`src/rtl/parity_serial_tx_pkg.sv`:
```
// Shared types and frame constants for parity_serial_tx.
// PARITY_SERIAL_TX_TWO_STOP_EN selects two stop bits instead of one.
package parity_serial_tx_pkg;

   typedef enum logic [2:0] {
      S_IDLE   = 3'd0,
      S_START  = 3'd1,
      S_DATA   = 3'd2,
      S_PARITY = 3'd3,
      S_STOP   = 3'd4
   } state_t;

   localparam int unsigned DATA_W = 8;

`ifdef PARITY_SERIAL_TX_TWO_STOP_EN
   localparam int unsigned STOP_BITS = 2;
`else
   localparam int unsigned STOP_BITS = 1;
`endif

   // start + data + parity + stop
   localparam int unsigned FRAME_BITS = 1 + DATA_W + 1 + STOP_BITS;

endpackage

```
`src/rtl/parity_serial_tx_baud.sv`:
```
// Bit-period counter: counts 0..CLKS_PER_BIT-1 while enabled and flags the
// last cycle of each bit with o_bit_end.
module parity_serial_tx_baud #(
   parameter int unsigned CLKS_PER_BIT = 4
) (
   input  logic clk,
   input  logic rst_n,
   input  logic i_en,
   output logic o_bit_end
);

   localparam logic [7:0] CNT_LAST = 8'(CLKS_PER_BIT - 1);

   logic [7:0] r_cnt;
   logic       w_last;

   assign w_last    = (r_cnt == CNT_LAST);
   assign o_bit_end = i_en & w_last;

   always_ff @(posedge clk or negedge rst_n) begin
      if (!rst_n) begin
         r_cnt <= '0;
      end else if (!i_en || w_last) begin
         r_cnt <= '0;
      end else begin
         r_cnt <= r_cnt + 8'd1;
      end
   end

endmodule

```
`src/rtl/parity_serial_tx.sv`:
```
// Serial transmitter: start, 8 data bits LSB first, even/odd parity, stop.
// Define PARITY_SERIAL_TX_TWO_STOP_EN for two stop bits.
module parity_serial_tx
   import parity_serial_tx_pkg::*;
#(
   parameter int unsigned CLKS_PER_BIT = 4
) (
   input  logic              clk,
   input  logic              rst_n,
   input  logic [DATA_W-1:0] data_in,
   input  logic              parity_sel,
   input  logic              tx_valid,
   output logic              tx_ready,
   output logic              tx_out,
   output logic              busy,
   output logic              frame_done
);

   localparam logic STOP_LAST = 1'(STOP_BITS - 1);

   state_t            r_state, w_state_n;
   logic [2:0]        r_idx, w_idx_n, w_idx_inc;
   logic              r_stop, w_stop_n;
   logic              r_tx, w_tx_n;
   logic [DATA_W-1:0] r_data;
   logic              r_par;
   logic              w_accept;
   logic              w_bit_end;
   logic              w_done;

   parity_serial_tx_baud #(
      .CLKS_PER_BIT(CLKS_PER_BIT)
   ) u_baud (
      .clk      (clk),
      .rst_n    (rst_n),
      .i_en     (r_state != S_IDLE),
      .o_bit_end(w_bit_end)
   );

   assign w_idx_inc  = r_idx + 3'd1;
   assign tx_ready   = (r_state == S_IDLE);
   assign busy       = (r_state != S_IDLE);
   assign tx_out     = r_tx;
   assign frame_done = w_done;

   // tx_out is registered, so the line value for the next state is chosen here
   always_comb begin
      w_state_n = r_state;
      w_idx_n   = r_idx;
      w_stop_n  = r_stop;
      w_tx_n    = r_tx;
      w_accept  = 1'b0;
      w_done    = 1'b0;
      case (r_state)
         S_IDLE: begin
            w_tx_n = 1'b1;
            if (tx_valid) begin
               w_accept  = 1'b1;
               w_state_n = S_START;
               w_idx_n   = '0;
               w_stop_n  = 1'b0;
               w_tx_n    = 1'b0;
            end
         end
         S_START: begin
            if (w_bit_end) begin
               w_state_n = S_DATA;
               w_idx_n   = '0;
               w_tx_n    = r_data[0];
            end
         end
         S_DATA: begin
            if (w_bit_end) begin
               if (r_idx == 3'd7) begin
                  w_state_n = S_PARITY;
                  w_tx_n    = r_par;
               end else begin
                  w_idx_n = w_idx_inc;
                  w_tx_n  = r_data[w_idx_inc];
               end
            end
         end
         S_PARITY: begin
            if (w_bit_end) begin
               w_state_n = S_STOP;
               w_tx_n    = 1'b1;
            end
         end
         S_STOP: begin
            w_tx_n = 1'b1;
            if (w_bit_end) begin
               if (r_stop == STOP_LAST) begin
                  w_state_n = S_IDLE;
                  w_done    = 1'b1;
               end else begin
                  w_stop_n = r_stop + 1'b1;
               end
            end
         end
         default: begin
            w_state_n = S_IDLE;
            w_tx_n    = 1'b1;
         end
      endcase
   end

   always_ff @(posedge clk or negedge rst_n) begin
      if (!rst_n) begin
         r_state <= S_IDLE;
         r_idx   <= '0;
         r_stop  <= 1'b0;
         r_tx    <= 1'b1;
      end else begin
         r_state <= w_state_n;
         r_idx   <= w_idx_n;
         r_stop  <= w_stop_n;
         r_tx    <= w_tx_n;
      end
   end

   always_ff @(posedge clk or negedge rst_n) begin
      if (!rst_n) begin
         r_data <= '0;
         r_par  <= 1'b0;
      end else if (w_accept) begin
         r_data <= data_in;
         r_par  <= (^data_in) ^ parity_sel;
      end
   end

endmodule
```
`config.mk`:
```
export PLATFORM = sky130hd
export DESIGN_NAME = parity_serial_tx
export DESIGN_NICKNAME = d
export VERILOG_FILES = /design/src/rtl/parity_serial_tx_pkg.sv /design/src/rtl/parity_serial_tx_baud.sv /design/src/rtl/parity_serial_tx.sv
export SDC_FILE = /design/constraint.sdc
export NUM_CORES = 1
export LEC_CHECK = 0
export BUFFER_PORTS_ARGS = -buffer_cell sky130_fd_sc_hd__clkbuf_2
export CAP_MARGIN = 20
export CORE_MARGIN = 2
export CORE_UTILIZATION = 50
export DETAILED_ROUTE_END_ITERATION = 10
export PLACE_DENSITY = 0.78
export SYNTH_ARGS = -nofsm -noshare
export SYNTH_HDL_FRONTEND = slang
export SYNTH_HIERARCHICAL = 1
export SYNTH_SLANG_ARGS = --single-unit
```
`constraint.sdc`:
```
create_clock -name clk -period 3.1 [get_ports clk]
set_input_delay 0.31 -clock clk [delete_from_list [all_inputs] [get_ports clk]]
set_output_delay 0.31 -clock clk [all_outputs]
set_load 0.005 [all_outputs]
```
* Word-level counts from Yosys, hierarchy flattened
Cells that the tools add are included.
** Word-level totals
- Output and inout port bits :: 4
- Memories :: 0
- Memory bits (writable) :: 0
- Word-level logic and storage cells :: 69
- Latch bits :: 0
- Bits in registers :: 25
- ROM bits :: 0
** Cells by class
- Bitwise gates (word level) :: 2
- Add/sub/neg operators :: 3
- Eq/ne operators :: 14
- $lt $le $gt $ge :: 1
- Div/mod/pow operators :: 0
- Reduce and logical (&&, ||, !) cells :: 11
- $mul :: 0
- Mux-type cells :: 31
- Shift-type cells :: 0
** Operators by type and width (count)
- $mux 3 :: 11
- $pmux 3 s5 :: 1
- $mux 1 :: 14
- $pmux 3 s3 :: 1
- $add 8x1->8 const B :: 1
- $eq 8x2->1 const B :: 1
- $mux 8 :: 1
- $ne 2x1->1 const B :: 4
- $ne 2x2->1 const B :: 4
- $reduce_xor 8->1 :: 1
- $reduce_and 7->1 :: 1
- $eq 3x2->1 const B :: 2
- $eq 3x3->1 const B :: 2
- $reduce_and 3->1 :: 2
- $reduce_bool 3->1 :: 2
- $reduce_and 5->1 :: 1
- $lt 3x4->1 const B :: 1
- $pmux 1 s4 :: 1
- $add 3x1->3 const B :: 1
- $bmux 1 s3 :: 1
- $eq 3x1->1 const B :: 1
- $logic_not 3->1 :: 1
- $pmux 1 s2 :: 1
- $reduce_bool 2->1 :: 1
- 5 further kinds :: 5

* Depth between registers and ports, before layout
- Depth in word-level cells :: 6
- Gate-level depth with buffers :: 8

* Modules after synthesis
Netlist, hierarchy kept.
** By module, submodules not included
- parity_serial_tx :: area an instance 912.1 um^2, cells an instance 80, times used 1
- parity_serial_tx_baud :: area an instance 399.1 um^2, cells an instance 39, times used 1

* Least setup slack after synthesis
OpenSTA, ideal clock, no wires.
- Path type :: register to register
- Start :: register u_baud.r_cnt[2]
- End :: register r_idx[0]
- Data required time :: 2972 ps
- Stages on the path, launching flop included :: 6
- Buffers on the path :: 0
- Setup time :: 128 ps
- Setup slack :: 475 ps
- Arrival time :: 2497 ps
- Cells stage by stage :: dfrtp_1 -> or4_4 -> nor4b_1 -> a22oi_1 -> a211oi_4 -> mux2_1
** Between the ends
- Word-level cells in the longest chain between the ends :: 4
- Elaborated cells on any way between the ends :: 5
- Those cells by class :: eq/ne: 3; bitwise: 1; reduce/logical: 1
** RTL lines
- start, declared :: line parity_serial_tx_baud.sv:14 : logic [7:0] r_cnt;
- start signal, assigned :: line parity_serial_tx_baud.sv:26 : r_cnt <= r_cnt + 8'd1;
- $eq 8x2->1 * :: line parity_serial_tx_baud.sv:17 : assign w_last = (r_cnt == CNT_LAST);
- $and 1x1->1 * :: line parity_serial_tx_baud.sv:18 : assign o_bit_end = i_en & w_last;
- named net w_bit_end :: line parity_serial_tx.sv:28 : logic w_bit_end;
- $ne 2x1->1 (no source line)
- $reduce_and 5->1 (no source line) *
- end signal, assigned :: line parity_serial_tx.sv:115 : r_idx <= w_idx_n;
- end, declared :: line parity_serial_tx.sv:22 : logic [2:0] r_idx, w_idx_n, w_idx_inc;
The timed path passes the listed nets; every way through them passes the cells marked *.
A chain may end at the register's enable or synchronous reset.

* Worst setup path in the final report
Same ends and word-level chain as after synthesis.

==> results.ini <==
[run_status]
status = finished clean

[yosys]
ys_warn_count = 6
ys_types = 34
netlist_instances = 119
ys_top_cells_by_area = dfrtp_1, mux2_2, xnor2_1, mux2i_1, xor2_1
synth_ff_type = dfrtp_1
synth_edf_count = 0
netlist_area_um2 = 1310
yosysSeqAreaShare_pct = 45.9
ys_async_sr_fraction_pct = 100
synth_area_per_cell_um2 = 11.0
synth-seq-cells = 24
synth_area_leader_cell = dfrtp_1
synth_top_area_share_pct = 43.9
syn-num-nets = 134

[timing]
fmax_ghz = 0.417
maxSlewHeadroom_pct = 60.4
finalSetupViolCount = 0
clock_skew_ns = 0.00469
post-route-min-period_ns = 2.40
drv_slew = 0
fin_tns_setup_ns = 0
fin_crit_sh_pct = 77.4
worst_slew_pin_slew_ns = 0.593
rsz0062_at_grt = false
hold_viol_final = 0

[global_route]
grt_max_degree = 25
first_global_vias = 971
grt_pass1_wl_mm = 4.19
grtUsageTotal_pct = 16.9
grt_antenna_before_repair = 0
grt_overflow_total = 0

[place]
dp_hpwl_mm = 1.79
io_buffer_count = 15
gp_congestion = 0.791

[detailed_routing]
dr.pass1.iters = 4
routed_via_density = 5.77
wl_mm = 2.33
vias = 963
drc_errors = 0
postRouteAntennaNets = 0
drt_iter0_drc = 14
drt-wirelength-per-cell_um = 13.9

[critical_path]
critPathLaunchType = register
critPathKind = reg -> reg
required_ns = 3.31
end_kind = register
crit_fanout = 7
crit_arrival_ns = 2.61

[die]
design.core.area_um2 = 2480
initial_utilization_pct = 52.9
rows = 18
ios = 16
dieHeight_um = 55.2
die_x_um = 55.2
dieArea_um2 = 3050

[cts]
cts_made_buffers = 3
clk_pin_slew_ns = 0.13
htreeDepth = 1
cts_buffer_depth = 2
cts_tree = done
cts_root_buf = clkbuf_4
clock_sinks = 24
worstSkewPairLatency_ns = 0.31

[layout]
fin_nets = 153
diodes = 0
drive_gt1_share_pct = 24.8
mostFrequentLayoutCells = dfrtp_1, clkbuf_2, nor2_1
layout_commonest_cell = dfrtp_1
final_core_util_pct = 58.4
area_growth_pct = 10.4

[power_and_ir_drop]
power_density_nw_per_um2 = 490
irDropWorstVdd_v = 0.000357
p_leak_nw = 0.654

[run]
max_cap_violations = 0

[worst_hold_path]
hp-class = in -> reg

## cells in the mapped netlist, types with 2 or more instances
| cell | count |
|---|---|
| a21oi_1 | 4 |
| a22oi_1 | 2 |
| a311oi_1 | 2 |
| dfrtp_1 | 23 |
| ha_1 | 3 |
| inv_1 | 8 |
| mux2_2 | 9 |
| mux2i_1 | 5 |
| nand2_1 | 8 |
| nand3_1 | 6 |
| nor2_1 | 10 |
| nor3_2 | 2 |
| o21ai_0 | 4 |
| or3_1 | 4 |
| xnor2_1 | 6 |
| xor2_1 | 5 |
## report_power, final
| part | switching [mW] | total, mW | leakage [nW] | internal, mW |
|---|---|---|---|---|
| Clock | 0.0902 | 0.140 | 0.0150 | 0.0503 |
| Sequential | 0.0329 | 0.383 | 0.306 | 0.350 |
| Combinational | 0.0909 | 0.185 | 0.334 | 0.0944 |
## stage by stage
| step | power [mW] | cell area, um2 | std cells | hold slack (ns) | worst slack, ns |
|---|---|---|---|---|---|
| 2_1_floorplan | 0.520 | 1310 | 119 | 0.0144 | 0.475 |
| 3_3_place_gp | 0.564 | 1410 | 162 | 0.332 | 0.792 |
| 3_5_place_dp | 0.574 | 1410 | 162 | 0.341 | 0.725 |
| 4_1_cts | 0.714 | 1450 | 167 | 0.243 | 0.712 |
| 5_1_grt | 0.753 | 1450 | 167 | 0.238 | 0.498 |
| 6_report | 0.709 | 1450 | 167 | 0.244 | 0.700 |
## cell type report
type                            instances  area, um2
Clock buffer                            4       26.3
Fill cell                             218       1030
Inverter                                8       30.0
Multi-Input combinational cell         84        659
Sequential cell                        24        602
Tap cell                               30       37.5
Timing Repair Buffer                   17       92.6
## layer usage
metal / track usage [%] / vias to the layer above / share of wire (%)
met1: 22.0 / 469 / 46
li1: - / 458 / -
met5: 0 / - / 0
met4: 8.01 / 0 / 2.2
met2: 27.9 / 29 / 47
met3: 2.34 / 7 / 4.9
## cells by family after synthesis
group / synth area share, %
DFF: 45.9
buffers and inverters: 3.82
muxes: 12.4
xor gates and xnor gates: 9.06
and+or+nand+nor: 15.0
adders and majority gates: 2.86
AOI/OAI and AO/OA: 11.0
## worst paths after layout
path | to | start | cells past startpoint | slack (ns)
worst min register to register | r_data[7] | r_data[7] | 1 | 0.52
worst max-delay path | r_idx[0] | u_baud/r_cnt[2] | 6 | 0.70
max in group asynchronous | r_data[4] | rst_n | 2 | 2.20
worst max register to register | r_idx[0] | u_baud/r_cnt[2] | 6 | 0.70
worst min-delay path | r_data[2] | data_in[2] | 2 | 0.24
min in group asynchronous | r_par | rst_n | 2 | 0.52
## repair_timing
item	4_1_cts	5_1_grt
buffers inserted	0	0
hold endpoints to repair	23	0
hold buffers	1	0
resized for setup	0	0
## flip-flops by register name, indices dropped and copies added, names as in the netlist
register and flops:
r_state 3, tx_out 1, r_par 1, r_idx 3, r_data 8, u_baud/r_cnt 8
## critical path, cell delays in order, from the launching register on
cell      delay [ns]
dfrtp_1         0.46
or4_4           0.56
nor4b_1         0.28
buf_4           0.20
a22oi_1         0.12
a211oi_4        0.32
mux2_1          0.36
Note: power is estimated with default switching activity, not from simulation.
